--- src/rtl/seg_addsub.sv ---
// Multi-cycle adder/subtractor: adds SEG_W bits per clock, LSB segment first,
// and reports carry/borrow, selectable signed/unsigned overflow, zero and negative.
module seg_addsub #(
    parameter int WIDTH = 32,
    parameter int SEG_W = 8
) (
    input  logic             clk,
    input  logic             rst,
    input  logic             start,
    input  logic             sub,
    input  logic             sign,
    input  logic [WIDTH-1:0] a,
    input  logic [WIDTH-1:0] b,
    output logic             busy,
    output logic             done,
    output logic [WIDTH-1:0] z,
    output logic             carry,
    output logic             overflow,
    output logic             zero,
    output logic             negative
);

    localparam int NSEG = WIDTH / SEG_W;
    localparam int CW   = (NSEG > 1) ? $clog2(NSEG) : 1;

    typedef enum logic [1:0] {
        IDLE = 2'd0,
        RUN  = 2'd1,
        DONE = 2'd2
    } state_t;

    state_t state;
    state_t state_next;

    logic [CW-1:0]    seg_cnt;
    logic [WIDTH-1:0] a_r;
    logic [WIDTH-1:0] b_r;
    logic [WIDTH-1:0] sum_r;
    logic [WIDTH-1:0] sum_next;
    logic             c_r;
    logic             sub_r;
    logic             sign_r;
    logic             a_msb;
    logic             b_msb;
    logic [SEG_W:0]   slice;
    logic             accept;
    logic             last;

    // Handshake: a request is taken (accept) on any edge where start=1 while the
    // block is in IDLE or DONE; start during RUN is ignored. done is a one-cycle
    // pulse with z and the flags valid, which then hold until the next done.
    assign accept = start && ((state == IDLE) || (state == DONE));
    assign last   = (seg_cnt == CW'(NSEG - 1));

    always_ff @(posedge clk) begin
        if (rst) state <= IDLE;
        else     state <= state_next;
    end

    always_comb begin
        state_next = state;
        case (state)
            IDLE:    if (start) state_next = RUN;
            RUN:     if (last)  state_next = DONE;
            DONE:    state_next = start ? RUN : IDLE;
            default: state_next = IDLE;
        endcase
    end

    // Operands shift right one segment per cycle; the sum fills in from the top
    // so it is fully aligned once the last segment lands.
    always_comb begin
        slice    = {1'b0, a_r[SEG_W-1:0]} + {1'b0, b_r[SEG_W-1:0]} + {{SEG_W{1'b0}}, c_r};
        sum_next = (sum_r >> SEG_W) | (WIDTH'(slice[SEG_W-1:0]) << (WIDTH - SEG_W));
    end

    always_ff @(posedge clk) begin
        if (rst) begin
            seg_cnt  <= '0;
            a_r      <= '0;
            b_r      <= '0;
            sum_r    <= '0;
            c_r      <= 1'b0;
            sub_r    <= 1'b0;
            sign_r   <= 1'b0;
            a_msb    <= 1'b0;
            b_msb    <= 1'b0;
            busy     <= 1'b0;
            done     <= 1'b0;
            z        <= '0;
            carry    <= 1'b0;
            overflow <= 1'b0;
            zero     <= 1'b0;
            negative <= 1'b0;
        end else begin
            done <= 1'b0;
            if (accept) begin
                // Subtraction is a + ~b + 1, with the +1 entering as carry-in.
                a_r     <= a;
                b_r     <= sub ? ~b : b;
                c_r     <= sub;
                sub_r   <= sub;
                sign_r  <= sign;
                a_msb   <= a[WIDTH-1];
                b_msb   <= sub ? ~b[WIDTH-1] : b[WIDTH-1];
                sum_r   <= '0;
                seg_cnt <= '0;
                busy    <= 1'b1;
            end else if (state == RUN) begin
                a_r     <= a_r >> SEG_W;
                b_r     <= b_r >> SEG_W;
                c_r     <= slice[SEG_W];
                sum_r   <= sum_next;
                seg_cnt <= seg_cnt + 1'b1;
                if (last) begin
                    busy     <= 1'b0;
                    done     <= 1'b1;
                    z        <= sum_next;
                    carry    <= slice[SEG_W] ^ sub_r;
                    overflow <= sign_r ? ((a_msb == b_msb) && (sum_next[WIDTH-1] != a_msb))
                                       : (slice[SEG_W] ^ sub_r);
                    zero     <= (sum_next == '0);
                    negative <= sum_next[WIDTH-1];
                end
            end
        end
    end

endmodule

--- config.mk ---
export PLATFORM = sky130hd
export DESIGN_NAME = seg_addsub
export DESIGN_NICKNAME = d
export VERILOG_FILES = /design/src/rtl/seg_addsub.sv
export SDC_FILE = /design/constraint.sdc
export NUM_CORES = 1
export LEC_CHECK = 0
export CAP_MARGIN = 20
export CORE_MARGIN = 4
export CORE_UTILIZATION = 56
export DETAILED_ROUTE_END_ITERATION = 10
export HOLD_SLACK_MARGIN = 0.08
export PLACE_DENSITY_LB_ADDON = 0.2
export SYNTH_ARGS = -nofsm -noshare
export SYNTH_HDL_FRONTEND = slang
export SYNTH_SLANG_ARGS = --single-unit
--- constraint.sdc ---
create_clock -name clk -period 3.2 [get_ports clk]
set_input_delay 0.64 -clock clk [delete_from_list [all_inputs] [get_ports clk]]
set_output_delay 0.64 -clock clk [all_outputs]
set_load 0.005 [all_outputs]
==> results of run 1 <==
-- through the flow --
step / total power [W] / hold slack [ns] / utilization, % / instances / worst slack, ns
after CTS: 0.00416 / 0.453 / 74.4 / 895 / 0.743
final: 0.00414 / 0.450 / 74.4 / 895 / 0.720
after global placement: 0.00229 / 0.441 / 68.3 / 862 / 0.643
after global routing: 0.00430 / 0.470 / 74.4 / 895 / 0.622
after floorplan: 0.00213 / 0.436 / - / 670 / 1.06
after detailed placement: 0.00232 / 0.445 / 68.5 / 863 / 0.806
-- how the worst max path moves through the flow --
stage,from,to,slack [ns],cells after the start
6_report,b_r[0],zero,0.72,9
5_1_grt,b_r[0],zero,0.62,9
4_1_cts,b_r[0],zero,0.74,9
3_5_place_dp,b_r[0],zero,0.81,9
3_3_place_gp,start,b_r[30],0.64,5
2_1_floorplan,a_r[0],zero,1.06,9
-- logic make-up (layout without fill, tap and decap cells) --
group | after synthesis | count (layout)
flops | 134 | 134
fa+ha+maj | 10 | 10
mux | 1 | 1
xor+xnor | 39 | 39
compound gates | 168 | 168
buf+inv | 58 | 150
simple gates | 260 | 260
-- sequential cells by signal (all words and copies together), names as in the netlist --
register	flops
carry	1
b_msb	1
sub_r	1
z	32
zero	1
sign_r	1
done	1
state	2
busy	1
b_r	32
seg_cnt	2
a_msb	1
overflow	1
a_r	32
c_r	1
sum_r	24
-- cells in the final DEF, fill, tap and decap left out, types with 2 or more instances in the layout --
cell type | synthesis | final
clkdlybuf4s50_1 | 0 | 104
buf_12 | 0 | 2
a221oi_1 | 17 | 17
nor4_1 | 3 | 3
xnor2_1 | 21 | 21
a21o_1 | 2 | 2
a22oi_1 | 38 | 38
clkinv_2 | 0 | 4
nand3b_1 | 3 | 3
bufinv_16 | 0 | 2
nand2_1 | 162 | 162
or4_1 | 2 | 2
a31oi_1 | 2 | 2
dfxtp_1 | 134 | 134
clkbuf_8 | 2 | 3
nor2_1 | 67 | 66
buf_4 | 1 | 7
a21oi_1 | 88 | 88
clkbuf_16 | 0 | 16
nor3_1 | 2 | 2
inv_1 | 4 | 4
ha_1 | 8 | 8
clkinv_4 | 0 | 3
o21ai_0 | 2 | 2
nor2b_4 | 0 | 2
a311oi_1 | 7 | 7
xor2_1 | 18 | 18
a211oi_1 | 5 | 5
nand2b_1 | 4 | 4
fa_1 | 2 | 2
nor3b_1 | 2 | 2
clkinvlp_4 | 0 | 3
-- critical path, delay by kind of cell (launching register included) --
family | cells | cell delay [ns]
compound gates | 1 | 0.17
fa+ha+maj | 2 | 0.77
buf+inv | 1 | 0.06
flops | 1 | 0.37
simple gates | 5 | 1.04
-- metal layers --
metal  vias to the layer above  part of all wire, %
met5                         -                    0
met4                         0                  2.5
met3                        31                  5.6
met2                       187                   52
met1                      2347                   40
li1                       2452                    -
-- area by class of cell --
type	instances	area (µm²)	share of cell area, %
clock buffers	20	445	6.13
clock inverters	12	129	1.77
inverters	4	15.0	0.206
multi-input cells	478	2700	37.1
flip-flops and latches	134	2680	36.9
well taps	133	166	2.29
repair buffers	114	1140	15.7
-- power breakdown --
group          internal (W)  switching [W]
Combinational      0.000224       0.000273
Sequential          0.00174      0.0000521
Clock               0.00115       0.000708
Total               0.00311        0.00103
==> impl_metrics.json, run 1 <==
{
  "vias": 5017,
  "synth_top_family_by_area": "simple AND/OR/NAND/NOR gates",
  "synthTopCellsByArea": "dfxtp_1 (48%), nand2_1 (11%), a21oi_1 (7.9%), a22oi_1 (5.1%), nor2_1 (4.5%)",
  "period_share_pct": 77.5,
  "holdBufCountCts": 0,
  "avgSynthCellArea_um2": 8.37,
  "timing.reg2reg.worst_path_depth": 9,
  "drv_cap": 0,
  "grt_overflow_total": 0,
  "clk_sinks": 134,
  "layout.nets": 828,
  "post_synth_top_area_cell": "dfxtp_1",
  "fillerInstances": 724,
  "first_global_vias": 4779,
  "synth_enable_flop_cells": 0,
  "grt.busiest_layer": "met2",
  "vdd_drop_max_mv": 0.337,
  "initial_utilization_pct": 57.4,
  "ys_seq_elements": 134,
  "status": "finished clean",
  "hold_class": "flop to flop",
  "clk_root_buffer_cell": "clkbuf_8",
  "ant_nets": 0,
  "cpPeakStageDelay_ns": 0.54,
  "critPathLaunchType": "flop",
  "yosys.area_share.simple_pct": 19.7,
  "top_flip_flop_cell_by_instance_count_after_synthesis": "dfxtp_1",
  "worst-slew-pin-transition_ns": 0.865,
  "path_common_cell": "fa_1",
  "setup.reg_to_reg.worst_slack_ns": 0.72,
  "critPathRequiredTime_ns": 3.65,
  "slew-limit-headroom_pct": 42.3,
  "final.setup.tns_ns": 0,
  "cts_buffers": 17,
  "grt_use_total_pct": 24.2,
  "remaining_design_rule_violation_count": 0,
  "fp.dieArea_mm2": 0.0117,
  "final.min_clock_period_ns": 2.48,
  "crit_type": "flop to flop",
  "critical_path_peak_fanout": 3,
  "post_synth_most_frequent_cells": "nand2_1 (162), dfxtp_1 (134), a21oi_1 (88)",
  "totalWireLength_mm": 13.7,
  "worst_r2r_endpoint": "zero",
  "core_region_area_mm2": 0.00977,
  "drt-wirelength-per-cell_um": 15.3,
  "detail_route.vias_per_cell": 5.61,
  "num_antenna_cells": 0,
  "grt_pass1_wl_mm": 22.6,
  "hold_path_end": "z[14]",
  "gr_layer_usage_met2_pct": 42.4,
  "critPathCaptureType": "flop",
  "synth.yosys.seq_area_share_pct": 47.8,
  "synth-compound-area-share_pct": 19.2,
  "dp.final_hpwl_mm": 9.08,
  "post_cts_resize_count": 0,
  "yosys.cell_types.count": 48,
  "leakage_nw": 2.61,
  "regToRegStartpoint": "b_r[0]",
  "synth_most_common_cell": "nand2_1",
  "netlist_area_mm2": 0.00561,
  "maxClockFrequency_mhz": 403,
  "hold_path.startpoint": "z[14]",
  "post_synth_mux_area_share_pct": 0.179,
  "antenna_found_initial": 0,
  "grt_setup_unrepaired": "false",
  "die_y_um": 108,
  "synth_async_sr_flop_share_pct": 0,
  "tritoncts": "done",
  "path_clk_slew_ns": 0.06,
  "detailed_routing_iterations_pass_1": 8,
  "layout-drive-gt1-share_pct": 7.09,
  "setup-violations-final": 0,
  "synth-xor-area-share_pct": 6.09,
  "met1_usage_pct": 28.6,
  "worst_skew_pair.late_latency_ns": 0.52,
  "drt-initial-drc-count": 298,
  "clockBufferDepth": 2,
  "syn-instance-count": 670,
  "grt_max_degree": 74,
  "postSynthNetCount": 749,
  "ys.warnings.count": 0,
  "worstPathArrival_ns": 2.93,
  "dpl-instance-area_mm2": 0.00670,
  "whs_path_depth": 2,
  "row_count": 36,
  "fin_worst_skew_ns": 0.0173,
  "finalInstanceArea_mm2": 0.00727,
  "postCtsSetupBuffers": 0,
  "synth_top_area_share_pct": 47.8,
  "finalMaxSlewViolations": 0,
  "crit_path_top_delay_cell": "fa_1",
  "i_o_pins": 107,
  "grtUsageMet3_pct": 5.73,
  "buffer_ports.inserted": 106,
  "power_per_cell_area_mw_per_mm2": 570,
  "layout-area-overhead-vs-synth_pct": 29.7,
  "critical_path.cell_chain": "fa_1 -> inv_1 -> fa_1 -> nor4b_1 -> nand2_1 -> nor3_2 -> nand3_1 -> or4_1 -> o21ai_1",
  "final-hold-violation-count": 0,
  "globalplace.congestion": 0.811,
  "cts.htree.levels": 4,
  "die_x_um": 108,
  "post_synth_fa_ha_maj_area_fraction_pct": 2.50
}
(Power assumes the default switching activity.)
==> run 2: changes to the inputs <==
CORE_UTILIZATION = 52   (was 56)
clock period = 2.5 ns   (was 3.2 ns; I/O delays follow)
==> run 2 against run 1 <==
Clock power increased by 33%. Combinational power is 28% higher. Clock skew decreased by 0.011 ns. Largest power group unchanged. Non-clock buffer count increased by 4. Sequential power is 27% higher. Setup slack got worse by 0.56 ns.
==> impl_metrics.json, run 2 (synthesis gave the netlist of run 1 again) <==
{
  "i_o_pins": 107,
  "seqPwrFrac_pct": 42.5,
  "fin_worst_skew_ns": 0.00647,
  "crit_path_top_delay_cell": "fa_1",
  "critical_path_buf_inv_count": 1,
  "power_per_cell_area_mw_per_mm2": 736,
  "grt_pass1_wl_mm": 22.5,
  "totalWireLength_mm": 13.4,
  "cts.htree.levels": 4,
  "worst_skew_pair.late_latency_ns": 0.52,
  "leakage_nw": 2.64,
  "power.internal_w": 0.00404,
  "biggestRegsByFlops": "a_r: 32 flops, b_r: 32 flops, z: 32 flops",
  "slew-limit-headroom_pct": 63.4,
  "clockBufferDepth": 2,
  "num_antenna_cells": 0,
  "status": "finished clean",
  "period_share_pct": 93.5,
  "worst-slew-pin-transition_ns": 0.550,
  "tritoncts": "done",
  "critPathLaunchType": "flop",
  "finalMaxSlewViolations": 0,
  "dp.final_hpwl_mm": 9.17,
  "vias": 4953,
  "dpl-instance-area_mm2": 0.00673,
  "maxClockFrequency_mhz": 428,
  "path_common_cell": "fa_1",
  "initial_utilization_pct": 53.8,
  "hold_class": "input pin to flop",
  "worst_path_dominant_cell_family": "simple AND/OR/NAND/NOR gates",
  "power.clock.fraction_pct": 45.6,
  "die_x_um": 112,
  "drt-wirelength-per-cell_um": 14.8,
  "sw_frac_of_total_pct": 25.1,
  "drt-initial-drc-count": 240,
  "detailed_routing_iterations_pass_1": 5,
  "clk_sinks": 134,
  "power.combinational.fraction_pct": 11.8,
  "core_region_area_mm2": 0.0104,
  "layout-drive-gt1-share_pct": 7.83,
  "post_cts_resize_count": 0,
  "worstPathArrival_ns": 2.79,
  "fillerInstances": 817,
  "row_count": 37,
  "remaining_design_rule_violation_count": 0,
  "multi_input_area_mm2": 0.00270,
  "critPathCaptureType": "flop",
  "cpPeakStageDelay_ns": 0.54,
  "detail_route.vias_per_cell": 5.49,
  "buffer_ports.inserted": 106,
  "grt_overflow_total": 0,
  "finalInstanceArea_mm2": 0.00734,
  "setup.reg_to_reg.worst_slack_ns": 0.16,
  "setup-violations-final": 0,
  "antenna_found_initial": 0,
  "layout-area-overhead-vs-synth_pct": 30.8,
  "crit_type": "flop to flop",
  "postCtsSetupBuffers": 0,
  "grt_use_total_pct": 21.5,
  "critical_path_peak_fanout": 3,
  "ant_nets": 0,
  "ff_latch_area_mm2": 0.00268,
  "critical_path.cell_chain": "fa_1 -> inv_1 -> fa_1 -> nor4b_2 -> nand2_1 -> nor3_2 -> nand3_1 -> or4_1 -> o21ai_1",
  "globalplace.congestion": 0.854,
  "power_switching_w": 0.00136,
  "final-hold-violation-count": 0,
  "die_y_um": 112,
  "layout.nets": 832,
  "first_global_vias": 4847,
  "vdd_drop_max_mv": 0.368,
  "fp.dieArea_mm2": 0.0125,
  "clk_root_buffer_cell": "clkbuf_8",
  "cts_buffers": 17,
  "critPathRequiredTime_ns": 2.95,
  "path_clk_slew_ns": 0.06,
  "drv_cap": 0,
  "final.min_clock_period_ns": 2.34,
  "holdBufCountCts": 0,
  "power_w": 0.00540,
  "most-common-layout-cells": "nand2_1 (162), dfxtp_1 (134), clkdlybuf4s50_1 (104)",
  "grt_max_degree": 79,
  "leading_cell_type_in_the_layout_fill_and_taps_excluded": "nand2_1"
}
-- run 2: changes by cell type in the layout (fill, tap and decap cells not counted) --
| cell | previous run | this run |
|---|---|---|
| nor4b_2 | 0 | 1 |
| buf_4 | 7 | 11 |
| clkbuf_8 | 3 | 4 |
| inv_6 | 0 | 4 |
| clkinv_2 | 4 | 0 |
| clkinvlp_4 | 3 | 4 |
| nor4b_1 | 1 | 0 |
| clkbuf_1 | 1 | 0 |
| clkinv_4 | 3 | 2 |
-- run 2: layer usage --
layer	global-route usage [%]	vias to the layer above	wire length, µm
met4	6.49	0	223
met1	25.8	2334	5660
met3	5.11	20	650
met2	38.1	139	6840
li1	-	2460	-
met5	0	-	0
-- run 2: path summary, 6_finish.rpt --
path              endpoint  depth (start not counted)  startpoint
setup / recovery      zero                          9      b_r[0]
hold / removal       carry                          2         rst
setup reg to reg      zero                          9      b_r[0]
hold reg to reg      z[19]                          2       z[19]
-- run 2: power groups by stage --
| stage | Clock [W] | Combinational [W] | Sequential [W] |
|---|---|---|---|
| 2_1_floorplan | 0 | 0.000416 | 0.00232 |
| 3_3_place_gp | 0 | 0.000614 | 0.00234 |
| 3_5_place_dp | 0 | 0.000631 | 0.00234 |
| 4_1_cts | 0.00249 | 0.000636 | 0.00229 |
| 5_1_grt | 0.00259 | 0.000709 | 0.00230 |
| 6_report | 0.00246 | 0.000638 | 0.00229 |
-- run 2: final cells by class --
cell class	instances	area share, %
Clock buffer	20	6.21
Clock inverter	12	1.94
Inverter	4	0.205
Multi-Input combinational cell	478	36.8
Sequential cell	134	36.6
Tap cell	136	2.32
Timing Repair Buffer	118	15.9
-- run 2: per-stage QoR --
step	setup slack (ns)	instances	hold slack, ns	setup TNS (ns)	util [%]
6_report	0.162	902	0.310	0	70.4
5_1_grt	-0.0730	902	0.313	-0.0730	70.4
4_1_cts	0.158	902	0.301	0	70.4
3_5_place_dp	0.157	870	0.447	0	64.6
3_3_place_gp	0.262	870	0.442	0	64.6
2_1_floorplan	0.359	670	0.436	0	-
-- run 2: worst register-to-register path, delay by kind of cell, from the launching register on --
family,cells,cell delay [ns]
buffers and inverters,1,0.07
DFF,1,0.37
AOI/OAI and AO/OA,1,0.15
and+or+nand+nor,5,0.91
adders and majority gates,2,0.79
==> run 3: changes to the inputs <==
PLACE_DENSITY = 0.77   (was default)
PLACE_DENSITY_LB_ADDON = default   (was 0.2)
==> run 3 against run 2 <==
Register-to-register slack improved by 0.02 ns. Clock power shrank 4%. Cell count is 0.11% higher. Fmax is 0.65% higher. Global-route usage increased by 0.26 points. Clock-buffer cell count shrank 1. Die area unchanged. Clock skew down 0.00073 ns. Power decreased by 2.0%. Cell area shrank 0.41%. Non-clock buffer count grew 2. Critical endpoint unchanged. Largest cell class unchanged. Highest routed layer unchanged.
==> impl_metrics.json, run 3 (synthesis gave the netlist of run 1 again) <==
{
  "timing.reg2reg.worst_path_depth": 9,
  "hold_path_end": "b_r[28]",
  "worst_path_dominant_cell_family": "simple AND/OR/NAND/NOR gates",
  "num_antenna_cells": 0,
  "period_share_pct": 92.9,
  "critPathCaptureType": "flop",
  "layout.nets": 834,
  "worst-slew-pin-transition_ns": 0.627,
  "crit_path_top_delay_cell": "fa_1",
  "holdBufCountCts": 0,
  "sw_frac_of_total_pct": 25.1,
  "final-hold-violation-count": 0,
  "totalWireLength_mm": 13.6,
  "clk_root_buffer_cell": "clkbuf_8",
  "grt_pass1_wl_mm": 22.6,
  "dp.final_hpwl_mm": 9.57,
  "critical_path.cell_chain": "fa_2 -> inv_1 -> fa_1 -> nor4b_2 -> nand2_1 -> nor3_2 -> nand3_1 -> or4_1 -> o21ai_1",
  "grt_overflow_total": 0,
  "die_x_um": 112,
  "hold_class": "input pin to flop",
  "layout-drive-gt1-share_pct": 8.08,
  "grt_max_degree": 60,
  "setup.reg_to_reg.worst_slack_ns": 0.18,
  "status": "finished clean",
  "whs_ns": 0.433,
  "drt-wirelength-per-cell_um": 15.1,
  "slew-limit-headroom_pct": 57.8,
  "critPathRequiredTime_ns": 2.95,
  "power_w": 0.00529,
  "die_y_um": 112,
  "critical_path_peak_fanout": 3,
  "final.setup.tns_ns": 0,
  "power.clock.fraction_pct": 44.4,
  "detailed_routing_iterations_pass_1": 5,
  "worstPathArrival_ns": 2.77,
  "buffer_ports.inserted": 106,
  "vdd_drop_max_mv": 0.427,
  "power_per_cell_area_mw_per_mm2": 724,
  "critPathLaunchType": "flop",
  "fin_worst_skew_ns": 0.00574,
  "timing.final.ws_setup_ns": 0.177,
  "critical_path_buf_inv_count": 1,
  "worst_skew_pair.late_latency_ns": 0.52,
  "drt-initial-drc-count": 307,
  "antenna_found_initial": 0,
  "place_worst_setup_slack_ns": 0.144,
  "final.min_clock_period_ns": 2.32,
  "finalMaxSlewViolations": 0,
  "cts.htree.levels": 4,
  "fp.dieArea_mm2": 0.0125,
  "vias": 4935,
  "power.combinational.fraction_pct": 12.1,
  "initial_utilization_pct": 53.8,
  "i_o_pins": 107,
  "cts_buffers": 17,
  "most-common-layout-cells": "nand2_1 (162), dfxtp_1 (133), clkdlybuf4s50_1 (104)",
  "postCtsSetupBuffers": 0,
  "worst_r2r_endpoint": "zero",
  "post_cts_resize_count": 0,
  "biggestRegsByFlops": "a_r: 32 flops, b_r: 32 flops, z: 32 flops",
  "ant_nets": 0,
  "whs_path_depth": 2,
  "row_count": 37,
  "first_global_vias": 4917,
  "clockBufferDepth": 2,
  "leading_cell_type_in_the_layout_fill_and_taps_excluded": "nand2_1",
  "fraction_of_the_core_area_covered_by_cells_at_the_end_of_the_flow_pct": 70.1,
  "cpPeakStageDelay_ns": 0.52,
  "clk_sinks": 134,
  "leakage_nw": 2.62,
  "power.internal_w": 0.00396,
  "setup-violations-final": 0,
  "layout-area-overhead-vs-synth_pct": 30.3,
  "power_switching_w": 0.00132,
  "regToRegStartpoint": "a_r[0]",
  "hold_path.startpoint": "rst",
  "drv_cap": 0,
  "tritoncts": "done",
  "path_clk_slew_ns": 0.06,
  "maxClockFrequency_mhz": 430,
  "seqPwrFrac_pct": 43.5,
  "grt_use_total_pct": 21.8,
  "crit_type": "flop to flop",
  "grt_setup_unrepaired": "false",
  "remaining_design_rule_violation_count": 0,
  "core_region_area_mm2": 0.0104,
  "globalplace.congestion": 0.849,
  "detail_route.vias_per_cell": 5.47
}
[run 3: how the worst max path moves through the flow]
stage / startpoint / end / slack [ns] / cells after the start
2_1_floorplan: a_r[0] / zero / 0.36 / 9
3_3_place_gp: b_r[0] / zero / 0.24 / 9
3_5_place_dp: b_r[0] / zero / 0.14 / 9
4_1_cts: b_r[0] / zero / 0.12 / 9
5_1_grt: a_r[0] / zero / 0.02 / 9
6_report: a_r[0] / zero / 0.18 / 9
[run 3: per-stage QoR]
stage | area [µm²] | instances
detailed placement | 6730 | 872
global route | 7310 | 903
floorplan | 5610 | 670
global placement | 6730 | 872
finish | 7310 | 903
CTS | 7300 | 903
[run 3: power by group through the flow]
stage	logic (W)	clock network [W]	registers, W
finish	0.000639	0.00235	0.00230
floorplan	0.000416	0	0.00232
CTS	0.000634	0.00238	0.00230
global route	0.000707	0.00247	0.00231
detailed placement	0.000629	0	0.00234
global placement	0.000610	0	0.00234
[run 3: worst reg2reg max path, cell delays in order (launching register included)]
cell,delay [ns]
dfxtp_1,0.37
fa_2,0.24
inv_1,0.06
fa_1,0.52
nor4b_2,0.21
nand2_1,0.09
nor3_2,0.13
nand3_1,0.08
or4_1,0.41
o21ai_1,0.14
[run 3: area by class of cell]
cell class / instances / area [µm²]
repair buffers: 120 / 1170
clock buffers: 19 / 432
fillers: 858 / 3110
flip-flops and latches: 134 / 2680
well taps: 136 / 170
multi-input cells: 478 / 2700
inverters: 4 / 15.0
clock inverters: 12 / 130
[run 3: per-layer routing]
metal  vias up  part of all wire, %  track usage, %
met2       169                   50            38.0
met3        28                  6.0            4.29
met5         -                    0               0
met4         0                  1.9            9.00
met1      2282                   42            26.1
li1       2456                    -               -
